<file path="config.mk">
export PLATFORM = sky130hd
export DESIGN_NAME = network
export DESIGN_NICKNAME = d
export VERILOG_FILES = /design/src/rtl/network_pkg.sv /design/src/rtl/network_mac.sv /design/src/rtl/network.sv
export SDC_FILE = /design/constraint.sdc
export NUM_CORES = 1
export LEC_CHECK = 0
export CORE_MARGIN = 2
export CORE_UTILIZATION = 39
export CTS_BUF_LIST = sky130_fd_sc_hd__clkbuf_16
export DETAILED_ROUTE_END_ITERATION = 7
export PLACE_DENSITY = 0.59
export SLEW_MARGIN = 20
export SYNTH_ARGS = -nofsm -noshare
export SYNTH_HDL_FRONTEND = slang
export SYNTH_HIERARCHICAL = 1
export SYNTH_SLANG_ARGS = --single-unit
export TNS_END_PERCENT = 20
</file>
<file path="constraint.sdc">
create_clock -name clk -period 10.7 [get_ports clk]
set_input_delay 2.14 -clock clk [delete_from_list [all_inputs] [get_ports clk]]
set_output_delay 2.14 -clock clk [all_outputs]
set_load 0.03 [all_outputs]
</file>
<file path="src/rtl/network_pkg.sv">
// Constants, weights and state encoding shared by the perceptron and its MAC.
package network_pkg;

    localparam int IN_W   = 17;
    localparam int OUT_W  = 27;
    localparam int HID    = 4;
    localparam int N_IN   = 9;
    localparam int SHIFT  = 6;
    localparam int W_W    = 8;
    localparam int H_W    = 16;
    localparam int OP_W   = 18;
    localparam int PROD_W = 26;
    localparam int ACC_W  = 29;

    typedef enum logic [2:0] {IDLE, L1_MAC, L1_ACT, L2_MAC, L2_OUT} state_t;

    // Hidden-layer weights, Q1.6.
    localparam logic signed [W_W-1:0] W1 [HID][N_IN] = '{
        '{8'sd64, 8'sd64, 8'sd64, 8'sd64, 8'sd64, 8'sd64, 8'sd64, 8'sd64, 8'sd64},
        '{8'sd127, -8'sd127, 8'sd100, 8'sd50, -8'sd20, 8'sd10, 8'sd5, -8'sd3, 8'sd1},
        '{-8'sd64, 8'sd96, 8'sd32, -8'sd16, 8'sd48, 8'sd8, -8'sd4, 8'sd2, 8'sd0},
        '{8'sd16, 8'sd16, 8'sd16, 8'sd16, 8'sd16, 8'sd16, -8'sd1, -8'sd2, 8'sd3}
    };

    // Hidden biases at product scale (before the >>> SHIFT).
    localparam logic signed [ACC_W-1:0] B1 [HID] = '{
        29'sd6400, -29'sd12800, 29'sd640000, 29'sd5000000
    };

    localparam logic signed [W_W-1:0]   W2 [HID] = '{8'sd3, -8'sd2, 8'sd1, -8'sd1};
    localparam logic signed [OUT_W-1:0] B2       = 27'sd1000;

    localparam logic signed [ACC_W-1:0] H_MAX = 29'sd65535;

endpackage

</file>
<file path="src/rtl/network_mac.sv">
// Shared signed multiply-accumulate: 18b x 8b product into a 29b accumulator.
// Latency 1 cycle per term; clear has priority over accumulate; no backpressure.
module network_mac
    import network_pkg::*;
(
    input  logic                     clk,
    input  logic                     rst_n,
    input  logic                     clr,
    input  logic                     en,
    input  logic signed [OP_W-1:0]   a,
    input  logic signed [W_W-1:0]    b,
    output logic signed [ACC_W-1:0]  acc
);

    logic signed [PROD_W-1:0] prod;

    assign prod = PROD_W'(a) * PROD_W'(b);

    always_ff @(posedge clk) begin
        if (!rst_n) begin
            acc <= '0;
        end else if (clr) begin
            acc <= '0;
        end else if (en) begin
            acc <= acc + ACC_W'(prod);
        end
    end

endmodule

</file>
<file path="src/rtl/network.sv">
// Two-layer fixed-point perceptron (9 inputs, 4 ReLU hidden, 1 linear output) on one MAC.
// Latency 45 cycles from start to end_2; start is only sampled in IDLE, no other backpressure.
module network
    import network_pkg::*;
(
    input  logic                    clk,
    input  logic                    rst_n,
    input  logic signed [IN_W-1:0]  input_0,
    input  logic signed [IN_W-1:0]  input_1,
    input  logic signed [IN_W-1:0]  input_2,
    input  logic signed [IN_W-1:0]  input_3,
    input  logic signed [IN_W-1:0]  input_4,
    input  logic signed [IN_W-1:0]  input_5,
    input  logic signed [IN_W-1:0]  input_6,
    input  logic signed [IN_W-1:0]  input_7,
    input  logic signed [IN_W-1:0]  input_8,
    input  logic                    start,
    output logic signed [OUT_W-1:0] out_2,
    output logic                    end_2
);

    state_t                   state;
    logic [3:0]               i;
    logic [1:0]               j;
    logic [1:0]               k;
    logic signed [IN_W-1:0]   x [N_IN];
    logic [H_W-1:0]           h [HID];

    logic                     mac_clr;
    logic                     mac_en;
    logic signed [OP_W-1:0]   mac_a;
    logic signed [W_W-1:0]    mac_b;
    logic signed [ACC_W-1:0]  acc;
    logic signed [ACC_W-1:0]  pre;
    logic signed [ACC_W-1:0]  t;
    logic [H_W-1:0]           h_nxt;

    // Layer 1 feeds sign-extended samples; layer 2 feeds zero-extended hidden values.
    always_comb begin
        mac_a = OP_W'(x[i]);
        mac_b = W1[j][i];
        if (state == L2_MAC) begin
            mac_a = {2'b00, h[k]};
            mac_b = W2[k];
        end
    end

    assign mac_en  = (state == L1_MAC) || (state == L2_MAC);
    assign mac_clr = ((state == IDLE) && start) || (state == L1_ACT);

    network_mac u_mac (
        .clk   (clk),
        .rst_n (rst_n),
        .clr   (mac_clr),
        .en    (mac_en),
        .a     (mac_a),
        .b     (mac_b),
        .acc   (acc)
    );

    assign pre = acc + B1[j];
    assign t   = pre >>> SHIFT;

    always_comb begin
        h_nxt = t[H_W-1:0];
        if (t < 0) begin
            h_nxt = '0;
        end else if (t > H_MAX) begin
            h_nxt = '1;
        end
    end

    always_ff @(posedge clk) begin
        if (!rst_n) begin
            state <= IDLE;
            i     <= '0;
            j     <= '0;
            k     <= '0;
            out_2 <= '0;
            end_2 <= 1'b0;
            for (int n = 0; n < N_IN; n++) x[n] <= '0;
            for (int n = 0; n < HID; n++)  h[n] <= '0;
        end else begin
            end_2 <= 1'b0;
            case (state)
                IDLE: begin
                    if (start) begin
                        x[0]  <= input_0;
                        x[1]  <= input_1;
                        x[2]  <= input_2;
                        x[3]  <= input_3;
                        x[4]  <= input_4;
                        x[5]  <= input_5;
                        x[6]  <= input_6;
                        x[7]  <= input_7;
                        x[8]  <= input_8;
                        i     <= '0;
                        j     <= '0;
                        k     <= '0;
                        state <= L1_MAC;
                    end
                end
                L1_MAC: begin
                    if (i == 4'(N_IN - 1)) state <= L1_ACT;
                    else                   i <= i + 4'd1;
                end
                L1_ACT: begin
                    h[j] <= h_nxt;
                    i    <= '0;
                    j    <= j + 2'd1;
                    if (j == 2'(HID - 1)) begin
                        k     <= '0;
                        state <= L2_MAC;
                    end else begin
                        state <= L1_MAC;
                    end
                end
                L2_MAC: begin
                    if (k == 2'(HID - 1)) state <= L2_OUT;
                    else                  k <= k + 2'd1;
                end
                L2_OUT: begin
                    out_2 <= OUT_W'(acc + ACC_W'(B2));
                    end_2 <= 1'b1;
                    state <= IDLE;
                end
                default: state <= IDLE;
            endcase
        end
    end

endmodule

</file>
==> results.txt <==
----------------------------------------------------
[Run status]
  Run status ... finished clean

[CTS]
  TritonCTS buffer count ... 35
  Clock-pin slew reported for the worst setup and hold paths after clock tree synthesis ... about 0.06 ns
  Count of cells resized by post-cts repair ... 0
  Hold-fix buffer count after cts ... 0
  Clk Tree Root Cell ... clkbuf_16
  Buffer depth of the longest clock path ... 3
  Htree depth ... 2
  CTS tree ... yes
  Clock net sink count ... about 290
  Postcts setup bufs ... 0
  Clock latency at the later pin of the worst-skew pair ... between 0.5 and 0.6 ns

[Die]
  Horiz. Die Dim ... approximately 230 um
  Core region area ... between 50000 and 60000 sq um
  Cell row count ... between 80 and 90
  Die span in y ... roughly 230 um
  Initial core utilization ... about two fifths
  I/O Pins ... 184
  Total die area ... 54900 sq um

[STA]
  Worst Clk Skew ... roughly 0.021 ns
  Period Utilization, post-route ... ~72%
  Final hold viol count ... 0
  RSZ-0062 raised after global routing ... no
  Number of pins with negative max-slew slack in the final report ... 0
  Slack of the critical path ... about 3.0 ns
  Transition time at the pin with the least slew margin ... between 1 and 1.5 ns
  Slew margin rel. ... roughly a quarter
  Number of setup violations in the final report ... 0
  F_max ... 130 MHz
  Setup TNS ... 0 ns
  Post-layout min period ... slightly below 8 ns

[Min path]
  Start point of the worst min-delay path ... out_2[2]
  Classification of the worst-slack hold path ... reg2reg
  Sink of the worst hold path ... out_2[2]
  Worst hold path cell count ... 2

[Yosys]
  Area share of the leading cell type in the synthesized netlist ... a little under a third
  Most instantiated flip-flop cell in the synthesis netlist ... edfxtp_1
  Cell taking the most area after synthesis ... edfxtp_1
  XOR/XNOR share of the synthesized area ... between 2 and 3%
  Post-synthesis net count ... ~2300
  Number of flops mapped to enable cells by yosys ... roughly 220
  Number of distinct standard cells referenced by the synthesized netlist ... 75
  Netlist Area Pre-Place ... 20700 sq um
  Number of instances in the synthesized netlist ... about 1900
  Proportion of synthesized area in mux cells ... 7.41%
  Mean instance size in the synthesized netlist ... between 10 and 15 sq um
  Area contributors post-synth ... edfxtp_1, fa_1, and2_1
  Share of the synthesized area in compound gates (AO/OA/AOI/OAI) ... just under 10%
  Syn. warnings ... 6
  Synthesized flop and latch total ... ~290
  Synthesized-area fraction occupied by and/or/nand/nor cells ... 15.9%
  Adder and majority gate portion of the synthesized area ... 20.4%
  FFs w/ async S/R, synth ... 0%
  Sequential-to-total area share from yosys stat ... approximately 39%
  Largest family of logic cells by synthesized area ... adder cells

[Global routing]
  Global-route usage over all layers ... between 20 and 25%
  GRT Residual Overflow ... 0
  Number of antenna violations at the first check in global routing ... 4
  Pin count of the biggest net entering global routing ... 121
  Via count of the first global-routing pass ... around 15000
  First-pass GRT wire length ... approximately 86000 um

[Finish]
  Number of fill cells in the layout ... 4800
  Count of placed standard cells in the final layout, fillers left out ... 2766
  Layout overhead on the synthesized area ... 17.3%
  Number of nets in the layout ... 2447
  Final core occ ... around 46%
  Commonest cells after routing, fill and taps aside ... and2_1, edfxtp_1, clkdlybuf4s50_1
  Proportion of layout cells with a drive suffix above 1 ... between 7 and 8%
  Most common cell after layout, fill and taps aside ... and2_1

[Worst setup path]
  Setup slack, reg-to-reg ... approximately 3.0 ns
  Worst endpoint required time ... 11.19 ns
  Dominant delay contributor by cell family on the critical path ... adder cells
  Launching element of the worst setup path ... j[0]
  Endpoint arrival time on the critical path ... a little over 8 ns
  Sort of element at the start of the critical path ... flop
  Depth of the most critical reg-to-reg path ... 22
  Worst setup path category ... reg2reg
  Worst-path fanout max ... 18
  Cell-by-cell trace of the critical path ... ha_1 > inv_1 > nor2_1 > a21oi_1 > o21ai_0 > nand3_1 > nand2_1 > clkinv_1 > fa_1 > inv_1 > fa_1 > fa_1 > fa_1 > fa_1 > ha_1 > o2111ai_1 > a31oi_1 > o211ai_1 > a21oi_2 > o2111ai_1 > or3_1 > nand3_1
  Most frequent CP cell ... fa_1
  Levels on crit path ... 22
  Cell with the biggest individual delay on the critical path ... dfxtp_1
  R2r startpoint ... j[0]
  Delay contributed by the slowest stage of the critical path ... 0.73 ns
  Endpoint of the most critical register-to-register path ... u_mac/acc[28]
  Critical path buffers and inverters ... 3
  Type of destination of the critical path ... flop

[Place]
  Count of input and output buffers ... approximately 180
  Placer Congestion ... between 0.8 and 0.9
  HPWL after DPL ... roughly 40000 um
  Number of placed instances, taps included ... 2698
  Post-Place Setup Slack ... 3.09 ns

[Drt]
  Final Routed Wirelength ... roughly 54000 um
  DRC ... 0
  Count of TritonRoute iterations in the first routing pass ... 5
  Antenna-violating nets left ... 0
  Routed vias/inst ... between 5 and 6
  Drt wl/cell ... between 15 and 20 um
  Starting DRC count in detailed routing ... 1049
  Total number of vias ... between 10000 and 15000

[Power and ir drop]
  Worst voltage drop across the vdd grid ... roughly 0.10 mV
  Power density over cell area ... approximately 180 nW/um^2
  Static leakage power ... slightly below 0.01 uW

[Flow run]
  Max-cap violation count ... 0

----------------------------------------------------
==> registers in the layout, summed over array words and instances, names as in the netlist, named ones only <==
name and flops:
end_2 1, h 64, i 4, j 2, k 2, out_2 27
state 3, u_mac/acc 29, x 153
==> synth_stat cells, drive strengths merged (4+ instances only) <==
library cell,instances
ha,90
dfxtp,74
a211oi,23
o31a,4
inv,148
fa,154
nand2b,11
edfxtp,217
nand4,11
o21ai,66
or3,12
nor2,120
buf,31
a31o,5
nor2b,9
o211ai,12
nand3,25
and2,241
and3,8
o31ai,4
a21o,14
a21oi,141
nand2,143
mux2i,36
a31oi,14
nand4b,4
nand3b,7
xnor2,39
nor3,18
xor2,30
o21a,5
mux4,51
a311oi,6
clkbuf,74
nor3b,5
==> power breakdown <==
part	total, uW	internal, uW	switching, uW
sequential	1440	1340	96.6
combinational	1820	741	1080
clock	1120	627	494
==> worst max-delay path by stage <==
| stage | to | slack (ns) |
|---|---|---|
| 2_1_floorplan | u_mac/acc[27] | 3.73 |
| 3_3_place_gp | u_mac/acc[27] | 3.19 |
| 3_5_place_dp | u_mac/acc[27] | 3.09 |
| 4_1_cts | u_mac/acc[27] | 3.03 |
| 5_1_grt | u_mac/acc[20] | 2.47 |
| 6_report | u_mac/acc[28] | 2.98 |
==> cell type report <==
class,count,area (sq um),area share [%]
Tap cell,688,861,3.55
Sequential cell,291,8000,33.0
Antenna cell,5,12.5,0.0516
Inverter,150,563,2.32
Clock buffer,35,876,3.61
Clock inverter,28,195,0.805
Timing Repair Buffer,212,2050,8.45
Multi-Input combinational cell,1357,11700,48.2
==> kinds of logic (layout without fill, tap and decap cells) <==
kind of cell             count (synthesis)  in the layout
buffers and inverters                  255            425
XOR/XNOR                                69             69
adder cells (fa/ha/maj)                244            244
AND/OR/NAND/NOR                        629            629
multiplexers                            89             89
flip-flops                             291            291
other                                    0              5
AO/OA/AOI/OAI                          326            326
==> metal layers <==
layer	share of wire (%)	GRT usage (%)	vias to the layer above
met5	0	0	-
met4	2.4	6.17	0
met3	5.5	3.92	81
met2	49	34.7	447
met1	43	26.5	7361
li1	-	-	6874
==> through the flow <==
stage | cell area [sq um] | hold slack (ns) | total power (uW)
6_report | 24200 | 0.457 | 4380
5_1_grt | 24200 | 0.490 | 4680
4_1_cts | 24200 | 0.462 | 4400
3_5_place_dp | 23200 | 0.454 | 3260
3_3_place_gp | 23200 | 0.441 | 3230
2_1_floorplan | 20700 | 0.444 | 2800
==> tightest hold or removal path, stage by stage (launching register included) <==
cell and delay [ns]:
dfxtp_1 0.31, nand2_1 0.05, a21oi_1 0.05
No activity file was read; power rests on OpenSTA's default activity.
